**config.mk**
```make
export PLATFORM = sky130hd
export DESIGN_NAME = pwm_detect
export DESIGN_NICKNAME = d
export VERILOG_FILES = /design/src/rtl/pwm_detect_pkg.sv /design/src/rtl/pwm_edge_sync.sv /design/src/rtl/pwm_detect.sv
export SDC_FILE = /design/constraint.sdc
export NUM_CORES = 1
export LEC_CHECK = 0
export ABC_AREA = 0
export BUFFER_PORTS_ARGS = -buffer_cell sky130_fd_sc_hd__clkbuf_2
export CAP_MARGIN = 15
export CORE_MARGIN = 2
export CORE_UTILIZATION = 60
export CTS_BUF_LIST = sky130_fd_sc_hd__clkbuf_16
export DETAILED_ROUTE_END_ITERATION = 12
export PLACE_DENSITY_LB_ADDON = 0.15
export RECOVER_POWER = 25
export SLEW_MARGIN = 10
export SYNTH_ARGS = -nofsm -noshare
export SYNTH_HDL_FRONTEND = slang
export SYNTH_SLANG_ARGS = --single-unit
```
**constraint.sdc**
```tcl
create_clock -name sysclk -period 2.8 [get_ports sysclk]
set_input_delay 0.7 -clock sysclk [delete_from_list [all_inputs] [get_ports sysclk]]
set_output_delay 0.7 -clock sysclk [all_outputs]
set_load 0.01 [all_outputs]
```
**src/rtl/pwm_detect_pkg.sv**
```systemverilog
// Shared constants and FSM state encoding for the PWM feedback pulse-width detector.
package pwm_detect_pkg;

    localparam int DEGLITCH_LEN       = 4;
    localparam int CNT_W_DEF          = 32;
    localparam int TIMEOUT_CYCLES_DEF = 10_000_000;

    typedef logic [1:0] pwm_state_t;

    localparam pwm_state_t WAIT_RISE = 2'd0;
    localparam pwm_state_t MEAS_HIGH = 2'd1;
    localparam pwm_state_t MEAS_LOW  = 2'd2;

endpackage

```
**src/rtl/pwm_edge_sync.sv**
```systemverilog
// Synchroniser plus edge detector for an asynchronous level input.
// Define PWM_DETECT_DEGLITCH_EN to insert a 4-sample stable filter after the synchroniser.
module pwm_edge_sync
    import pwm_detect_pkg::*;
#(
    parameter int SYNC_STAGES = 2
) (
    input  logic clk,
    input  logic rst_n,
    input  logic din,
    output logic level,
    output logic rise,
    output logic fall
);

    logic [SYNC_STAGES-1:0] sync_p0;
    logic                   sync_lvl;
    logic                   lvl_p1;
    logic                   lvl_d_p2;

    always_ff @(posedge clk or negedge rst_n) begin
        if (!rst_n) begin
            sync_p0 <= '0;
        end else begin
            sync_p0 <= {sync_p0[SYNC_STAGES-2:0], din};
        end
    end

    assign sync_lvl = sync_p0[SYNC_STAGES-1];

    // ---- stage p1: optional deglitch filter ----
`ifdef PWM_DETECT_DEGLITCH_EN
    logic [DEGLITCH_LEN-2:0] hist_p1;
    logic [DEGLITCH_LEN-1:0] window;
    logic                    filt_p1;

    // The current synchronised sample completes the window, so a stable
    // run moves the filtered level exactly DEGLITCH_LEN cycles late.
    assign window = {hist_p1, sync_lvl};

    always_ff @(posedge clk or negedge rst_n) begin
        if (!rst_n) begin
            hist_p1 <= '0;
            filt_p1 <= 1'b0;
        end else begin
            hist_p1 <= window[DEGLITCH_LEN-2:0];
            if (&window) begin
                filt_p1 <= 1'b1;
            end else if (~|window) begin
                filt_p1 <= 1'b0;
            end
        end
    end

    assign lvl_p1 = filt_p1;
`else
    assign lvl_p1 = sync_lvl;
`endif

    // ---- stage p2: delayed level for edge detection ----
    always_ff @(posedge clk or negedge rst_n) begin
        if (!rst_n) begin
            lvl_d_p2 <= 1'b0;
        end else begin
            lvl_d_p2 <= lvl_p1;
        end
    end

    assign level = lvl_p1;
    assign rise  = lvl_p1 & ~lvl_d_p2;
    assign fall  = ~lvl_p1 & lvl_d_p2;

endmodule

```
**src/rtl/pwm_detect.sv**
```systemverilog
// Measures high time and rise-to-rise period of the JD[3] PWM feedback in sysclk cycles.
// Optional PWM_DETECT_DEGLITCH_EN rejects input pulses shorter than 4 cycles.
module pwm_detect
    import pwm_detect_pkg::*;
#(
    parameter int CNT_W          = CNT_W_DEF,
    parameter int TIMEOUT_CYCLES = TIMEOUT_CYCLES_DEF,
    parameter int SYNC_STAGES    = 2
) (
    input  logic             sysclk,
    input  logic             sysreset_n,
    input  logic             pwm_in,
    output logic [CNT_W-1:0] high_count,
    output logic [CNT_W-1:0] period_count,
    output logic             sample_valid,
    output logic             stuck,
    output logic             stuck_level
);

    localparam int                IDLE_W    = $clog2(TIMEOUT_CYCLES + 1);
    localparam logic [IDLE_W-1:0] IDLE_LAST = IDLE_W'(TIMEOUT_CYCLES - 1);

    function automatic logic [CNT_W-1:0] sat_inc(input logic [CNT_W-1:0] v);
        return (&v) ? v : v + CNT_W'(1);
    endfunction

    logic              lvl;
    logic              rise;
    logic              fall;
    logic              any_edge;
    logic              timeout;
    pwm_state_t        state;
    logic [CNT_W-1:0]  hcnt;
    logic [CNT_W-1:0]  pcnt;
    logic [IDLE_W-1:0] idle_cnt;

    pwm_edge_sync #(
        .SYNC_STAGES(SYNC_STAGES)
    ) u_edge_sync (
        .clk  (sysclk),
        .rst_n(sysreset_n),
        .din  (pwm_in),
        .level(lvl),
        .rise (rise),
        .fall (fall)
    );

    assign any_edge = rise | fall;
    // An edge in the expiry cycle wins, so the timeout never fires on it.
    assign timeout  = !any_edge && !stuck && (idle_cnt == IDLE_LAST);

    always_ff @(posedge sysclk or negedge sysreset_n) begin
        if (!sysreset_n) begin
            idle_cnt <= '0;
            stuck       <= 1'b0;
            stuck_level <= 1'b0;
        end else begin
            if (any_edge) begin
                idle_cnt <= '0;
            end else if (idle_cnt != IDLE_LAST) begin
                idle_cnt <= idle_cnt + IDLE_W'(1);
            end

            if (any_edge) begin
                stuck <= 1'b0;
            end else if (timeout) begin
                stuck       <= 1'b1;
                stuck_level <= lvl;
            end
        end
    end

    // ---- stage p3: measurement FSM and registered sample ----
    always_ff @(posedge sysclk or negedge sysreset_n) begin
        if (!sysreset_n) begin
            state        <= WAIT_RISE;
            hcnt         <= '0;
            pcnt         <= '0;
            high_count   <= '0;
            period_count <= '0;
            sample_valid <= 1'b0;
        end else begin
            sample_valid <= 1'b0;
            if (timeout) begin
                state <= WAIT_RISE;
                hcnt  <= '0;
                pcnt  <= '0;
            end else begin
                case (state)
                    WAIT_RISE: begin
                        if (rise) begin
                            state <= MEAS_HIGH;
                            hcnt  <= CNT_W'(1);
                            pcnt  <= CNT_W'(1);
                        end
                    end
                    MEAS_HIGH: begin
                        pcnt <= sat_inc(pcnt);
                        if (fall) begin
                            state <= MEAS_LOW;
                        end else begin
                            hcnt <= sat_inc(hcnt);
                        end
                    end
                    MEAS_LOW: begin
                        if (rise) begin
                            high_count   <= hcnt;
                            period_count <= pcnt;
                            sample_valid <= 1'b1;
                            state        <= MEAS_HIGH;
                            hcnt         <= CNT_W'(1);
                            pcnt         <= CNT_W'(1);
                        end else begin
                            pcnt <= sat_inc(pcnt);
                        end
                    end
                    default: begin
                        state <= WAIT_RISE;
                        hcnt  <= '0;
                        pcnt  <= '0;
                    end
                endcase
            end
        end
    end

endmodule

```
# Yosys cells after proc, flatten, opt, wreduce, memory -nomap -nowiden
# Index checks and enable logic that the tools add are counted.
# totals
mem_count	0
register_bits	160
mem_bits_ro	0
out_inout_bits	67
latch_bits	0
ramBits	0
inputBits	3
# classes
add_sub_neg	3
n_mul	0
order_cmp	0
n_mux	20
div	0
n_eq_ne	9
bitwise	7
shifts	0
reduce_logical	14
# op_table
op	n
two-way mux 32 bit	7
one-hot mux 32 bit (3 select lines)	1
adder 32 x 1 -> 32 bit, second input constant	2
one-hot mux 32 bit (2 select lines)	1
AND reduction 32 bit	2
two-way mux 24 bit	2
adder 24 x 1 -> 24 bit, second input constant	1
equality test 24 bit, second input constant	1
inequality test 24 bit, second input constant	1
inequality test 3 bit, second input constant	4
two-way mux 2 bit	3
AND reduction 3 bit	2
two-way mux 1 bit	5
NOT 1 bit	4
one-hot mux 2 bit (2 select lines)	1
AND reduction 2 bit	2
nonzero test 2 bit	2
inequality test 3 x 1 -> 1 bit, second input constant	1
AND 1 bit	2
equality test 2 x 1 -> 1 bit, second input constant	1
equality test 2 bit, second input constant	1
logical AND 1 bit	2
zero test 1 bit	2
zero test 2 bit	1
other kinds (2)	2

# Depth between registers and ports, before layout
# Gate-level depths: netlist of the first run.
# logic_depth
ltp_word	8
mapped_depth	10
ltp_nobuf	7

# Hierarchy
# From an unflattened synthesis of the first run, not the netlist that was laid out.
# hier_totals
hier_cells	734
area_unflattened_um2	7618.6
# by_module_without_submodules
mod	seq_area_each_um2	instances	area_per_inst_um2	cells_per_inst
pwm_detect	3928.8	1	7528.5	729
pwm_edge_sync	75.1	1	90.1	5

# Least setup slack after synthesis of the first run
# OpenSTA, ideal clock, no wires.
# synth_path
path_kind	flip-flop to flip-flop
from	reg u_edge_sync.sync_p0[1]
to	reg hcnt[21]
t_arrival_ns	2.097
path_stages_with_launch	10
period_less_slack_ns	2.166
slack_ns	0.634
cell_sequence	dfrtp_1 -> inv_1 -> ha_1 -> nor2b_1 -> and4_1 -> buf_4 -> a21o_1 -> buf_2 -> or4_1 -> nand3_1
# synth_via
elab_chain_len	8
word_cells_on_any_way	12
# synth_rtl
item	line	source
start: declaration	pwm_edge_sync.sv:16	logic [SYNC_STAGES-1:0] sync_p0;
start signal: assignment	pwm_edge_sync.sv:25	sync_p0 <= {sync_p0[SYNC_STAGES-2:0], din};
NOT 1 bit	pwm_edge_sync.sv:71	assign fall = ~lvl_p1 & lvl_d_p2;
AND 1 bit	pwm_edge_sync.sv:71	
bitwise OR 1 bit	pwm_detect.sv:48	assign any_edge = rise | fall;
zero test 1 bit	pwm_detect.sv:50	assign timeout = !any_edge && !stuck && (idle_cnt == IDLE_LAST);
logical AND 1 bit (2 in a row)	pwm_detect.sv:50	
inequality test 3 bit (no source line) / inequality test 3 x 1 -> 1 bit (equally long branches)	n/a	
AND reduction 3 bit (no source line)	n/a	
end signal: assignment	pwm_detect.sv:102	hcnt <= sat_inc(hcnt);
end: declaration	pwm_detect.sv:33	logic [CNT_W-1:0] hcnt;
# Several ways; a longest one is shown, not always the timed one.
# A chain may end at the register's enable or synchronous reset.

# Worst setup path after layout of the first run
# layout_path
from	reg idle_cnt[16]
to	reg high_count[14]
# layout_via
elab_chain_len	4
# layout_rtl
item	line	source
start: declaration	pwm_detect.sv:35	logic [IDLE_W-1:0] idle_cnt;
start signal: assignment	pwm_detect.sv:61	idle_cnt <= idle_cnt + IDLE_W'(1);
equality test 24 bit	pwm_detect.sv:50	
logical AND 1 bit	pwm_detect.sv:50	
NOT 1 bit (no source line)	n/a	
AND reduction 3 bit (no source line)	n/a	
end signal: assignment	pwm_detect.sv:107	high_count <= hcnt;
end: declaration	pwm_detect.sv:13	output logic [CNT_W-1:0] high_count,
# No other way between the ends.

==> metrics.md, run 1 <==
| Metric | Value |
|---|---|
| IO Port Bufs | 69 |
| Initial drt markers | 494 |
| Crit end category | flop |
| WP data arrival | 2840 ps |
| Synth Register Bits | 160 |
| Clock skew | 8.43 ps |
| DR DRC count | 0 |
| R2r setup slk | 270 ps |
| Max FO, Critical Path | 22 |
| Leakage dissipation | 4.25 nW |
| Fin nets | 842 |
| Worst Path Buf+Inv | 2 |
| CP startpoint kind | flop |
| Hold Path Class | reg -> reg |
| CTS root buf | clkbuf_16 |
| Synth Flop Type | dfrtp_1 |
| Non-Filler Instances | 1023 |
| Status | complete, no violations |
| Finished Cell Area | 9190 um^2 |
| Post CTS Setup Buffer Count | 0 |
| Hold_buf cts | 0 |
| CP max stage delay | 420 ps |
| Max frequency | 395 MHz |
| Synthesized netlist cell count | 763 |
| Post-Synthesis Cell Area | 8110 um^2 |
| Largest net degree at the start of global routing | 53 |
| Clk slew on worst S/H paths | 60 ps |
| CORE AREA | 13200 um^2 |
| Placed Area | 8670 um^2 |
| Via/cell ratio | 6.46 |
| Slowest CP cell | dfrtp_1 |
| Cell variety after synth | 66 |
| Pins over their slew limit | 0 |
| Ys async rst share | 1.00 |
| CTS tree | yes |
| Synth-to-layout area growth | 13.3% |
| Max-cap violations | 0 |
| Peak VDD IR | 429 uV |
| Met2 wire length | 9110 um |
| ANT nets after route | 0 |
| DR WL/cell | 18.3 um |
| Worst Path Required | 3110 ps |
| TNS Setup | 0 ps |
| Sequential share of the synthesized area | 0.494 |
| Skew-Pair Late Insertion Delay | 430 ps |
| Power Density | 635 nW/um^2 |
| Final WL | 18700 um |
| Via count | 6612 |
| EDFF count, synth | 0 |
| Max Used Layer | met4 |
| Longest Clk Path Bufs | 2 |
| Syn Nets | 771 |
| Period utilization | 0.903 |
| Share of layout cells above drive strength 1 | 0.237 |
| Met3 wire len | 973 um |
| Die height | 120 um |
| First-pass GRT wire length | 31400 um |
| GPL Wtd Cong | 0.893 |
| Pre-antenna DRT Iters | 5 |
| Slew @ Worst Pin | 1360 ps |
| RSZ-0062 raised after global routing | no |
| Deepest level of the CTS H-tree | 4 |
| Util after Layout | 0.694 |
| Crit-path leading delay family | simple AND/OR/NAND/NOR gates |
| Ports | 70 |
| CP cell instances | nor4_1 > buf_4 > and4_1 > nand2_2 > nand3_2 > buf_4 > mux2_2 |
| Post-layout minimum cycle time | 2530 ps |
| Wire length on met1 | 8330 um |
| Die width | 120 um |
| Gr ovfl total | 0 |
| Final setup viols | 0 |
| Placed instance count | 991 |
| Number of cell rows | 42 |
| Antenna violations before repair | 0 |
| Synth warn | 0 |
| Clock Sinks | 160 |
| Post-CTS Resized | 0 |
| Post-DP HPWL | 12800 um |
| Die ar. | 14500 um^2 |
| CP dominant cell by count | buf_4 |
| # diodes | 0 |
| Initial Utilization | 0.612 |
| Post-Syn Area per Cell | 10.6 um^2 |
| Number of global-route vias before repair | 6185 |
| Rel. slew slack | 0.0950 |
| GRT Overall Usage | 0.272 |
| Crit path kind | reg -> reg |
| Final hold viol count | 0 |
| TritonCTS Buffers | 17 |
==> state kept, by name (all words and copies together), names as in the netlist <==
signal,count
sample_valid,1
period_count,32
stuck_level,1
u_edge_sync.lvl_d_p2,1
high_count,32
idle_cnt,24
stuck,1
hcnt,32
state,2
pcnt,32
u_edge_sync.sync_p0,2
==> synthesized netlist by cell type, types with 8 or more instances <==
library cell / n / area (um^2)
a211oi_1: 8 / 60.1
a21o_1: 17 / 128
a21oi_1: 25 / 125
a31oi_1: 41 / 257
a41oi_1: 9 / 78.8
and2_1: 9 / 56.3
and3_1: 11 / 68.8
and4_1: 14 / 123
buf_2: 22 / 110
clkbuf_1: 9 / 33.8
dfrtp_1: 160 / 4000
inv_1: 23 / 86.3
mux2_1: 9 / 101
mux2_2: 55 / 619
nand2_1: 40 / 150
nand3_1: 38 / 190
nand4_1: 21 / 131
nor2_1: 38 / 143
nor3_1: 19 / 95.1
nor4_1: 13 / 81.3
o211ai_1: 15 / 113
o21ai_0: 31 / 155
or3_1: 11 / 68.8
or4_1: 14 / 105
xnor2_1: 11 / 96.3
==> per-layer routing <==
layer | global-route usage | up-vias
li1 | - | 3069
met1 | 0.385 | 3274
met2 | 0.435 | 242
met3 | 0.0453 | 27
met4 | 0.0836 | 0
met5 | 0 | -
==> power breakdown <==
part | internal (mW) | switching (mW)
sequential | 2.43 | 0.141
combinational | 0.391 | 0.670
clock | 1.29 | 0.910
total | 4.11 | 1.72
==> final timing paths <==
| check | from | end | cells after the start |
|---|---|---|---|
| setup / recovery | idle_cnt[16] | high_count[14] | 7 |
| hold / removal | u_edge_sync.sync_p0[0] | u_edge_sync.sync_p0[1] | 0 |
| setup reg to reg | idle_cnt[16] | high_count[14] | 7 |
| hold reg to reg | u_edge_sync.sync_p0[0] | u_edge_sync.sync_p0[1] | 0 |
| max in group asynchronous | sysreset_n | high_count[24] | 2 |
| min in group asynchronous | sysreset_n | high_count[7] | 1 |
==> kinds of logic after synthesis <==
group           synth area share
xor+xnor                  0.0195
flops                      0.494
buf+inv                   0.0398
fa+ha+maj                0.00772
mux                       0.0914
compound gates             0.163
simple gates               0.185
==> worst register-to-register path: stages (launching register included) <==
cell and delay, ps:
dfrtp_1 420, nor4_1 410, buf_4 190, and4_1 410
nand2_2 160, nand3_2 140, buf_4 300, mux2_2 390
==> cell type report <==
| class | instances | area (um^2) |
|---|---|---|
| repair buffers | 93 | 533 |
| clock inverters | 15 | 131 |
| well taps | 176 | 220 |
| flip-flops and latches | 160 | 4000 |
| clock buffers | 17 | 425 |
| multi-input cells | 539 | 3790 |
| inverters | 23 | 86.3 |
| fillers | 1028 | 4060 |
==> layout by cell type, fill, tap and decap left out, types with 11 or more instances in the layout <==
| cell type | count |
|---|---|
| o21ai_0 | 31 |
| a21o_1 | 17 |
| buf_4 | 21 |
| or3_1 | 11 |
| and3_1 | 11 |
| nor4_1 | 13 |
| nand2_1 | 40 |
| nand3_1 | 38 |
| nor3_1 | 19 |
| clkbuf_16 | 17 |
| and4_1 | 14 |
| mux2_2 | 55 |
| inv_1 | 27 |
| a31oi_1 | 41 |
| o211ai_1 | 15 |
| clkbuf_2 | 71 |
| or4_1 | 14 |
| nand4_1 | 21 |
| dfrtp_1 | 160 |
| xnor2_1 | 11 |
| a21oi_1 | 23 |
| nor2_1 | 38 |
==> stage by stage <==
step / hold WS [ps] / power, mW / setup slack (ps)
2_1_floorplan: 331 / 3.28 / 634
3_3_place_gp: 338 / 3.61 / 366
6_report: 350 / 5.83 / 271
3_5_place_dp: 340 / 3.66 / 263
5_1_grt: 358 / 6.08 / 39.5
4_1_cts: 251 / 5.85 / 250
Power figures use the tool's default switching activity.
==> inputs of run 2 (changes only) <==
Settings changed: BUFFER_PORTS_ARGS -buffer_cell sky130_fd_sc_hd__clkbuf_2 to not set, CELL_PAD_IN_SITES_DETAIL_PLACEMENT set to 0, CELL_PAD_IN_SITES_GLOBAL_PLACEMENT set to 1, CORE_UTILIZATION 60 to 51, DONT_BUFFER_PORTS set to 1.
==> run 2 against run 1 <==
Effect of this change:
- the run now ends with negative hold slack left
- sequential power increased by 2%
- count of clock-buffer cells in the layout unchanged
- worst setup slack improved by 37 ps
- worst hold slack got worse by 380 ps
==> metrics.md, run 2 (same netlist as run 1, synthesis figures left out) <==
| Metric | Value |
|---|---|
| Antenna violations before repair | 0 |
| Period utilization | 0.890 |
| Crit path kind | reg -> reg |
| Worst R2R Path Depth | 8 |
| TritonCTS Buffers | 17 |
| Clock Sinks | 160 |
| Max-cap violations | 0 |
| Initial Utilization | 0.516 |
| DR DRC count | 0 |
| Most frequent cells in the layout | 160 x dfrtp_1, 55 x mux2_2, 41 x a31oi_1 |
| Failing checks | negative hold slack |
| Die width | 130 um |
| Post-layout minimum cycle time | 2490 ps |
| Post CTS Setup Buffer Count | 0 |
| Non-Filler Instances | 989 |
| Commonest non-fill, non-tap cell in the layout | dfrtp_1 |
| Reg-to-reg critical path endpoint | pcnt[17] |
| Placed instance count | 957 |
| Post-CTS Resized | 0 |
| Die height | 130 um |
| Power Density | 643 nW/um^2 |
| CP startpoint kind | flop |
| Dpl ws | 307 ps |
| Final setup viols | 0 |
| Post-DP HPWL | 12100 um |
| Number of global-route vias before repair | 5981 |
| ANT nets after route | 0 |
| Final hold slack | -31.8 ps |
| Initial drt markers | 458 |
| Skew-Pair Late Insertion Delay | 430 ps |
| Peak VDD IR | 471 uV |
| R2r setup slk | 310 ps |
| GPL Wtd Cong | 0.846 |
| WP data arrival | 2840 ps |
| CORE AREA | 15700 um^2 |
| GRT Overall Usage | 0.229 |
| TNS Setup | 0 ps |
| Synth-to-layout area growth | 9.66% |
| RSZ-0062 raised after global routing | no |
| Pins over their slew limit | 0 |
| Slew @ Worst Pin | 775 ps |
| Final hold viol count | 79 |
| Ports | 70 |
| Via/cell ratio | 6.21 |
| Hold Path Class | in -> async |
| IO Port Bufs | 0 |
| Deepest level of the CTS H-tree | 4 |
| Leakage dissipation | 3.90 nW |
| Clock skew | 7.72 ps |
| Max FO, Critical Path | 27 |
| Crit end category | flop |
| CTS root buf | clkbuf_16 |
| Die ar. | 16900 um^2 |
| Status | finished, violations left |
| Worst Path Required | 3140 ps |
| Rel. slew slack | 0.481 |
| Share of layout cells above drive strength 1 | 0.164 |
| Largest net degree at the start of global routing | 161 |
| Pre-antenna DRT Iters | 5 |
| # diodes | 0 |
| Longest Clk Path Bufs | 2 |
| Clk slew on worst S/H paths | 60 ps |
| Worst setup margin | 307 ps |
| Final WL | 18000 um |
| Util after Layout | 0.566 |
| Reg2reg start | u_edge_sync.sync_p0[1] |
| Gr ovfl total | 0 |
| CTS tree | yes |
| First-pass GRT wire length | 30400 um |
| DR WL/cell | 18.2 um |
| Number of cell rows | 46 |
| Max frequency | 401 MHz |
| Fin nets | 768 |
| Via count | 6139 |
-- run 2: changes by cell type in the layout (fill, tap and decap cells not counted) --
cell        change
buf_4           -5
nand3_2         -1
clkbuf_2       -71
buf_12          +2
clkinv_4        -2
nand3_4         +1
clkinvlp_4      +2
clkinv_1        +2
inv_1           -2
-- run 2: where the power goes --
part	leakage [nW]	switching, mW	internal [mW]	total, mW
clock network	0.271	0.902	1.29	2.19
logic	1.42	0.568	0.352	0.920
registers	2.21	0.178	2.43	2.61
-- run 2: per-layer routing --
layer	routed length (um)	track usage	part of all wire
met5	0	0	0
met4	303	0.0955	0.017
met3	835	0.0496	0.046
met2	8810	0.366	0.49
met1	8060	0.303	0.45
-- run 2: metrics by stage --
step / total power [mW] / instance area, um^2 / hold WS [ps]
after CTS: 5.76 / 8890 / -49.1
after detailed placement: 3.57 / 8330 / 397
after global routing: 6.00 / 8890 / -59.8
after global placement: 3.54 / 8330 / 387
after floorplan: 3.28 / 8110 / 331
final: 5.71 / 8890 / -31.8
-- run 2: worst max-delay path by stage --
| stage | start | to | slack, ps | cells past startpoint |
|---|---|---|---|---|
| final | u_edge_sync.sync_p0[1] | pcnt[17] | 310 | 8 |
| after global routing | u_edge_sync.sync_p0[1] | pcnt[16] | 70 | 8 |
| after CTS | u_edge_sync.sync_p0[1] | pcnt[16] | 300 | 8 |
| after detailed placement | u_edge_sync.sync_p0[1] | pcnt[16] | 310 | 8 |
| after global placement | idle_cnt[16] | period_count[16] | 370 | 7 |
| after floorplan | u_edge_sync.sync_p0[1] | hcnt[21] | 630 | 9 |
-- run 2: critical path: stages (launching register included) --
cell     delay (ps)
dfrtp_1         360
inv_1            60
ha_1            340
nor2b_1         150
and4_1          320
a21oi_2         460
buf_4           370
o21ai_0         150
a31oi_1         200
-- run 2: cell type report --
class	count	area (um^2)
fillers	1367	6820
flip-flops and latches	160	4000
multi-input cells	539	3790
clock buffers	17	425
well taps	216	270
repair buffers	19	180
clock inverters	15	129
inverters	23	86.3
==> inputs of run 3 (changes only) <==
Settings changed: CORE_UTILIZATION 51 to 45.
==> run 3 against run 2 <==
Effect of this change:
- wire length up 4.7%
- sequential share of layout area down 0.58 points
- the flow still finishes with violations (negative hold slack)
- first-iteration DRC count down 7.4%
- die area up 13%
- non-clock buffer count up 5
- cell count up 1.7%
- largest power group unchanged
- sequential power about the same
- maximum frequency down 1.7%
- global-route usage down 2.7 points
- via count up 0.55%
==> metrics.md, run 3 (same netlist as run 1, synthesis figures left out) <==
| Metric | Value |
|---|---|
| Most frequent cells in the layout | 160 x dfrtp_1, 55 x mux2_2, 41 x a31oi_1 |
| CP startpoint kind | flop |
| IO Port Bufs | 0 |
| Clk slew on worst S/H paths | 70 ps |
| Ports | 70 |
| Post CTS Setup Buffer Count | 0 |
| Deepest level of the CTS H-tree | 4 |
| Met2 Use GR | 0.339 |
| Status | finished, violations left |
| Placed instance count | 975 |
| Final WL | 18900 um |
| Placed Area | 8390 um^2 |
| Leakage dissipation | 3.95 nW |
| # diodes | 0 |
| Clock skew | 9.04 ps |
| Post-layout minimum cycle time | 2540 ps |
| GPL Wtd Cong | 0.830 |
| Max-cap violations | 0 |
| Hold Path Class | in -> async |
| Largest net degree at the start of global routing | 161 |
| Seq pwr share | 0.433 |
| Crit path kind | reg -> reg |
| Clock Sinks | 160 |
| CTS tree | yes |
| Fillcell total | 1570 |
| Antenna violations before repair | 0 |
| Share of layout cells above drive strength 1 | 0.175 |
| Die height | 138 um |
| Pins over their slew limit | 0 |
| Period utilization | 0.906 |
| DR DRC count | 0 |
| Rel. slew slack | 0.527 |
| Skew-Pair Late Insertion Delay | 430 ps |
| Via/cell ratio | 6.14 |
| Die ar. | 19100 um^2 |
| Design Power | 6.01 mW |
| Initial drt markers | 424 |
| Post-DP HPWL | 12700 um |
| Commonest non-fill, non-tap cell in the layout | dfrtp_1 |
| Final setup viols | 0 |
| Fin nets | 773 |
| Clock power share | 0.406 |
| Dpl ws | 256 ps |
| Number of global-route vias before repair | 6027 |
| ANT nets after route | 0 |
| Peak VDD IR | 542 uV |
| Failing checks | negative hold slack |
| Util after Layout | 0.505 |
| GRT Overall Usage | 0.202 |
| Non-Filler Instances | 1006 |
| DR WL/cell | 18.7 um |
| CTS root buf | clkbuf_16 |
| Slew @ Worst Pin | 709 ps |
| Gr ovfl total | 0 |
| Max FO, Critical Path | 27 |
| Die width | 138 um |
| Synth-to-layout area growth | 11.1% |
| Worst setup margin | 263 ps |
| Met3 Use GR | 0.0533 |
| Psw | 1.72 mW |
| Top Usage Layer GRT | met2 |
| First-pass GRT wire length | 31600 um |
| Pre-antenna DRT Iters | 5 |
| Final hold viol count | 160 |
| Worst Path Required | 3150 ps |
| WP data arrival | 2890 ps |
| Power Density | 668 nW/um^2 |
| RSZ-0062 raised after global routing | no |
| Internal power | 4.29 mW |
| Longest Clk Path Bufs | 2 |
| CORE AREA | 17800 um^2 |
| TritonCTS Buffers | 17 |
| Max frequency | 394 MHz |
| TNS Setup | 0 ps |
| Met1 usage | 0.260 |
| Via count | 6173 |
| Initial Utilization | 0.454 |
| Crit end category | flop |
| Switch share | 0.287 |
| Combinational share of power | 0.161 |
| Finished Cell Area | 9000 um^2 |
| Final hold slack | -30.0 ps |
| Number of cell rows | 49 |
run 3: changes by cell type in the layout (fill, tap and decap cells not counted):
cell       change
inv_6          +1
clkinv_1       -3
inv_1          -2
clkinv_2       -1
clkinv_4       +2
bufinv_16      +2
buf_4          +5
run 3: cell type report:
cell class	count	area, um^2	area share
inverter	23	86.3	0.00959
sequential	160	4000	0.445
clock buffer	17	425	0.0472
clock inverter	14	191	0.0213
tap	229	287	0.0318
multi-input combinational	539	3790	0.421
timing repair buffer	24	218	0.0242
run 3: power by group through the flow:
stage	Combinational, mW	Clock [mW]	Sequential, mW
after CTS	0.964	2.50	2.61
final	0.966	2.44	2.61
after detailed placement	0.961	0	2.65
after global placement	0.937	0	2.65
after floorplan	0.699	0	2.58
after global routing	1.07	2.60	2.63
run 3: critical path: stages, from the launching register on:
cell,delay (ps)
dfrtp_1,360
inv_1,60
ha_1,340
nor2b_1,150
and4_1,320
a21oi_2,510
buf_4,380
o21ai_0,130
a31oi_1,190
run 3: per-layer routing:
layer / wire, um / up-vias
met5: 0 / -
met2: 9460 / 123
met3: 763 / 20
li1: - / 2922
met1: 8400 / 3108
met4: 231 / 0
run 3: path summary, 6_finish.rpt:
check	slack, ps	cells past startpoint	end	from
max	260	8	pcnt[14]	u_edge_sync.sync_p0[1]
min	-30	0	high_count[8]	sysreset_n
max reg2reg	260	8	pcnt[14]	u_edge_sync.sync_p0[1]
min reg2reg	400	0	u_edge_sync.lvl_d_p2	u_edge_sync.sync_p0[1]
max in group asynchronous	2660	0	pcnt[2]	sysreset_n
min in group sysclk	290	0	u_edge_sync.sync_p0[0]	pwm_in
run 3: timing repair:
| item | 4_1_cts | 5_1_grt |
|---|---|---|
| endpoints found under the hold margin | 160 | 160 |
| gates resized for setup | 0 | 0 |
| setup endpoints to repair | 0 | 0 |
